**src/rtl/display_scan_ctrl.sv**
```systemverilog
// Button-driven display selector with debounced next/prev/mode inputs and an optional auto-scan mode.
// Define DISP_SCAN_AUTO_EN to compile in the AUTO state, dwell counter, hold and btn_mode handling.

module display_scan_debounce #(
  parameter int unsigned CYCLES = 500000
) (
  input  logic clk,
  input  logic rst_n,
  input  logic btn_raw,
  output logic press
);

  localparam int unsigned CNT_W = (CYCLES > 1) ? $clog2(CYCLES) : 1;
  localparam logic [CNT_W-1:0] CNT_LAST = CNT_W'(CYCLES - 1);

  logic             sync1_q, sync1_d;
  logic             sync2_q, sync2_d;
  logic             level_q, level_d;
  logic             press_q, press_d;
  logic [CNT_W-1:0] cnt_q, cnt_d;

  always_ff @(posedge clk or negedge rst_n) begin
    if (!rst_n) begin
      sync1_q <= 1'b0;
      sync2_q <= 1'b0;
      level_q <= 1'b0;
      press_q <= 1'b0;
      cnt_q   <= '0;
    end else begin
      sync1_q <= sync1_d;
      sync2_q <= sync2_d;
      level_q <= level_d;
      press_q <= press_d;
      cnt_q   <= cnt_d;
    end
  end

  // The counter only survives while the synchronized input keeps disagreeing with the accepted level.
  always_comb begin
    sync1_d = btn_raw;
    sync2_d = sync1_q;
    level_d = level_q;
    cnt_d   = '0;
    if (sync2_q != level_q) begin
      if (cnt_q == CNT_LAST) begin
        level_d = sync2_q;
      end else begin
        cnt_d = cnt_q + CNT_W'(1);
      end
    end
    press_d = level_d & ~level_q;
  end

  assign press = press_q;

endmodule

module display_scan_ctrl #(
  parameter int unsigned DEBOUNCE_CYCLES = 500000,
  parameter int unsigned DWELL_CYCLES    = 50000000
) (
  input  logic       clk,
  input  logic       rst_n,
  input  logic       btn_next,
  input  logic       btn_prev,
  input  logic       btn_mode,
  input  logic       hold,
  output logic [3:0] sel,
  output logic       auto_active,
  output logic       step_pulse
);

  logic       next_press;
  logic       prev_press;
  logic       inc_req;
  logic       dec_req;
  logic       manual_step;
  logic       dwell_done;
  logic [3:0] sel_q, sel_d;
  logic       step_q, step_d;

  display_scan_debounce #(.CYCLES(DEBOUNCE_CYCLES)) u_db_next (
    .clk     (clk),
    .rst_n   (rst_n),
    .btn_raw (btn_next),
    .press   (next_press)
  );

  display_scan_debounce #(.CYCLES(DEBOUNCE_CYCLES)) u_db_prev (
    .clk     (clk),
    .rst_n   (rst_n),
    .btn_raw (btn_prev),
    .press   (prev_press)
  );

  // Simultaneous next and prev cancel each other out.
  assign inc_req     = next_press & ~prev_press;
  assign dec_req     = prev_press & ~next_press;
  assign manual_step = inc_req | dec_req;

`ifdef DISP_SCAN_AUTO_EN

  typedef enum logic {
    ST_MANUAL = 1'b0,
    ST_AUTO   = 1'b1
  } state_t;

  localparam int unsigned DW_W = (DWELL_CYCLES > 1) ? $clog2(DWELL_CYCLES) : 1;
  localparam logic [DW_W-1:0] DW_LAST = DW_W'(DWELL_CYCLES - 1);

  logic            mode_press;
  state_t          state_q, state_d;
  logic [DW_W-1:0] dwell_q, dwell_d;

  display_scan_debounce #(.CYCLES(DEBOUNCE_CYCLES)) u_db_mode (
    .clk     (clk),
    .rst_n   (rst_n),
    .btn_raw (btn_mode),
    .press   (mode_press)
  );

  always_ff @(posedge clk or negedge rst_n) begin
    if (!rst_n) begin
      state_q <= ST_MANUAL;
    end else begin
      state_q <= state_d;
    end
  end

  always_comb begin
    state_d = state_q;
    if (mode_press) begin
      state_d = (state_q == ST_MANUAL) ? ST_AUTO : ST_MANUAL;
    end
  end

  always_comb begin
    auto_active = (state_q == ST_AUTO);
  end

  // Mode changes and manual steps restart the dwell; a manual step also pre-empts a terminal count.
  always_comb begin
    dwell_d    = '0;
    dwell_done = 1'b0;
    if ((state_q == ST_AUTO) && !mode_press && !manual_step) begin
      if (hold) begin
        dwell_d = dwell_q;
      end else if (dwell_q == DW_LAST) begin
        dwell_done = 1'b1;
      end else begin
        dwell_d = dwell_q + DW_W'(1);
      end
    end
  end

  always_ff @(posedge clk or negedge rst_n) begin
    if (!rst_n) begin
      dwell_q <= '0;
    end else begin
      dwell_q <= dwell_d;
    end
  end

`else

  logic unused_auto_inputs;

  assign unused_auto_inputs = btn_mode ^ hold;
  assign dwell_done         = 1'b0;
  assign auto_active        = 1'b0;

`endif

  always_comb begin
    sel_d  = sel_q;
    step_d = 1'b0;
    if (inc_req) begin
      sel_d  = sel_q + 4'd1;
      step_d = 1'b1;
    end else if (dec_req) begin
      sel_d  = sel_q - 4'd1;
      step_d = 1'b1;
    end else if (dwell_done) begin
      sel_d  = sel_q + 4'd1;
      step_d = 1'b1;
    end
  end

  always_ff @(posedge clk or negedge rst_n) begin
    if (!rst_n) begin
      sel_q  <= 4'd0;
      step_q <= 1'b0;
    end else begin
      sel_q  <= sel_d;
      step_q <= step_d;
    end
  end

  assign sel        = sel_q;
  assign step_pulse = step_q;

endmodule

```
**config.mk**
```make
export PLATFORM = sky130hd
export DESIGN_NAME = display_scan_ctrl
export DESIGN_NICKNAME = d
export VERILOG_FILES = /design/src/rtl/display_scan_ctrl.sv
export SDC_FILE = /design/constraint.sdc
export NUM_CORES = 1
export LEC_CHECK = 0
export ABC_AREA = 1
export CORE_UTILIZATION = 30
export CTS_BUF_LIST = sky130_fd_sc_hd__clkbuf_4 sky130_fd_sc_hd__clkbuf_8 sky130_fd_sc_hd__clkbuf_16
export DETAILED_ROUTE_END_ITERATION = 8
export GPL_ROUTABILITY_DRIVEN = 0
export HOLD_SLACK_MARGIN = 0.1
export PLACE_DENSITY = 0.57
export SLEW_MARGIN = 20
export SYNTH_ARGS = -nofsm -noshare
export SYNTH_HDL_FRONTEND = slang
export SYNTH_SLANG_ARGS = --single-unit
export TNS_END_PERCENT = 5
```
**constraint.sdc**
```tcl
create_clock -name clk -period 2 [get_ports clk]
set_input_delay 0.4 -clock clk [delete_from_list [all_inputs] [get_ports clk]]
set_output_delay 0.4 -clock clk [all_outputs]
set_load 0.005 [all_outputs]
```
==> impl_metrics.csv <==
group,metric,value,unit
drt,routed_via_density,4.36,
worst_setup_path,worstSetupEndpointType,"primary output",
drt,first_pass_iters,4,
global_routing,initial_antenna_violation_count,0,
timing,drv_slew,0,
worst_setup_path,worst_path_dominant_cell_family,"buffers and inverters",
timing,final.setup.tns,0,ns
layout,final_core_utilization,34.5,%
global_routing,vias_in_the_first_global_route,2137,
worst_setup_path,worstPathArrival,1.24,ns
layout,fillerInstances,986,
clock_tree,clkSlewWorstSetupHoldPaths,0.08,ns
layout,n_antenna_cell,0,
worst_setup_path,critical_path_cell_by_cell,"clkdlybuf4s50_1",
place,hpwl,4.23,mm
synthesis,synth.most_common_cell,"sky130_fd_sc_hd__nor2_1",
worst_setup_path,setup.worst_path.class,"reg2out",
floorplanning,die_h,99.4,um
clock_tree,h_tree_levels,2,
place,placement.io_buffers,8,
drt,drt-total-wl,5.55,mm
clock_tree,cts_max_path_buffers,2,
synthesis,synth_edf_count,0,
timing,finalHoldViolations,0,
global_routing,grt_util_all_layers,12.4,%
global_routing,grt_overflow,0,
worst_setup_path,worst-endpoint-required,1.60,ns
synthesis,synth.avg_cell_area,7.55,um2
worst_setup_path,reg2reg_from,"u_db_prev.press",
run_status,status,"finished clean",
clock_tree,cts_num_sinks,51,
drt,via_count,2193,
floorplanning,floorplan.initialDensity,31.0,%
power,largest_vdd_supply_drop,0.241,mV
hold_path,min_path_type,"reg2reg",
clock_tree,cts.root.buffer_cell,"sky130_fd_sc_hd__clkbuf_8",
synthesis,post_synth_inst_count,377,
worst_setup_path,cpPeakStageDelay,0.53,ns
clock_tree,cts_buffers,5,
job,max_capacitance_violation_count,0,
synthesis,yosys_warnings,0,
layout,area_growth,11.4,%
global_routing,first_pass_grt_wire_length,9.98,mm
floorplanning,ioPinCount,12,
drt,number_of_routed_nets_with_antenna_violations,0,
synthesis,ys_top_cells_by_area,"sky130_fd_sc_hd__dfrtp_1, sky130_fd_sc_hd__nor2_1, sky130_fd_sc_hd__nand2_1, sky130_fd_sc_hd__inv_1, sky130_fd_sc_hd__xor2_1",
clock_tree,post-cts-setup-buffer-count,0,
floorplanning,core_area,0.00920,mm2
global_routing,grt_max_degree,52,
synthesis,syn-cell-area,0.00285,mm2
timing,fin_crit_sh,82.2,%
floorplanning,rows,35,
drt,remaining_drc_errors,0,
timing,timing.fmax,608,MHz
global_routing,groute.layer.met2.usage,19.9,%
power,power,1.71,mW
synthesis,netlist-cell-type-count,26,
global_routing,global_route.usage.met1,17.8,%
layout,ratio_of_cells_with_drive_above_1_in_the_final_layout,8.93,%
synthesis,synth_fp_nets,389,
synthesis,synth_ff_type,"sky130_fd_sc_hd__dfrtp_1",
timing,final_period_minus_worst_setup_slack,1.64,ns
global_routing,gr-max-usage-layer,"met2",
timing,setup_viol_count_final,0,
worst_setup_path,timing.critical_path.slowest_stage_cell,"sky130_fd_sc_hd__clkdlybuf4s50_1",
clock_tree,tritoncts_clock_tree,"yes",
synthesis,netlist.area_leader.share,44.8,%
synthesis,ys_ff_latch,51,
global_routing,met3_track_usage_gr,1.05,%
power,static_leakage,1.35,nW
synthesis,part_of_the_yosys_area_used_for_sequential_elements,44.8,%
power,power-per-cell-area,539,mW/mm2
timing,hold_slack,0.356,ns
synthesis,synth_largest_area_cell,"sky130_fd_sc_hd__dfrtp_1",
worst_setup_path,cp-startpoint,"sel[0]",
timing,final.setup_skew,0.00538,ns
worst_setup_path,startpoint_type,"register",
layout,nets,404,
floorplanning,die_area,0.00988,mm2
drt,drt-initial-drc-count,85,
clock_tree,clk_latency,0.29,ns
drt,routedWlPerCell,11.0,um
synthesis,synth_async_sr_flop_share,100,%
timing,rsz0062_at_grt,"no",
floorplanning,chipWidth,99.4,um
synthesis,synth_top_cells_by_count,"sky130_fd_sc_hd__nor2_1, sky130_fd_sc_hd__nand2_1, sky130_fd_sc_hd__dfrtp_1",
worst_setup_path,worstPathBufferInverterCount,1,
hold_path,worst_hold_startpoint,"u_db_prev.sync1_q",
worst_setup_path,critPathMaxFanout,4,
[power breakdown]
part | total, mW | internal (mW) | leakage, nW | switching [mW]
clock network | 0.579 | 0.272 | 0.0470 | 0.308
registers | 1.05 | 1.04 | 0.698 | 0.0108
logic | 0.0754 | 0.0245 | 0.607 | 0.0510
total | 1.71 | 1.34 | 1.35 | 0.369
[path summary, 6_finish.rpt]
| check | depth (start not counted) | to | slack [ns] |
|---|---|---|---|
| worst max register to register | 9 | sel[3] | 0.43 |
| worst max-delay path | 1 | sel[0] | 0.36 |
| worst min-delay path | 0 | u_db_prev.sync2_q | 0.36 |
| min in group asynchronous | 3 | u_db_next.cnt_q[14] | 0.62 |
| worst min register to register | 0 | u_db_prev.sync2_q | 0.36 |
| max in group asynchronous | 3 | u_db_prev.cnt_q[18] | 1.14 |
[flip-flops by register name (all words and copies together) (netlist names)]
register           cells
u_db_next.press        1
step_pulse             1
u_db_next.cnt_q       19
u_db_next.sync1_q      1
u_db_prev.sync1_q      1
u_db_next.level_q      1
sel                    4
u_db_prev.cnt_q       19
u_db_prev.press        1
u_db_next.sync2_q      1
u_db_prev.sync2_q      1
u_db_prev.level_q      1
[per-layer routing]
| metal | share of wire [%] | vias up |
|---|---|---|
| li1 | - | 1182 |
| met1 | 54 | 997 |
| met2 | 45 | 14 |
| met3 | 0.81 | 0 |
| met4 | 0 | 0 |
| met5 | 0 | - |
[repair_timing]
item	4_1_cts	5_1_grt
hold buffers	1	0
hold endpoints to repair	46	0
gates resized for setup	0	0
[final cells by class]
class	instances	area (um2)	share of cell area, %
flip-flops and latches	51	1280	40.3
clock buffers	6	82.6	2.60
well taps	111	139	4.38
inverters	40	150	4.74
multi-input cells	282	1400	44.1
clock inverters	1	5.00	0.158
repair buffers	12	120	3.79
[kinds of logic after synthesis]
kind of cell | count (synthesis) | synth area share (%)
simple gates | 236 | 35.8
flops | 51 | 44.8
buf+inv | 44 | 6.07
xor+xnor | 25 | 7.69
compound gates | 14 | 2.59
fa+ha+maj | 6 | 2.90
other cells | 1 | 0.132
[cells in the final DEF, fill, tap and decap left out, drive strengths merged, types with 2 or more instances in the layout]
master         count
ha                 5
buf                4
inv               40
dfrtp             51
nand2             93
a21oi              5
nor2             107
nand4              6
xnor2             12
xor2              13
nand3             22
clkbuf             6
nor3               5
and2               2
o21ai              7
clkdlybuf4s50      7
[per-stage QoR]
stage          setup slack, ns  area [um2]  std cells
6_report                 0.356        3170        503
5_1_grt                  0.246        3170        503
4_1_cts                  0.328        3170        503
3_5_place_dp             0.426        3070        495
3_3_place_gp             0.426        3070        495
2_1_floorplan            0.522        2850        377
Note: power is estimated with default switching activity, not from simulation.
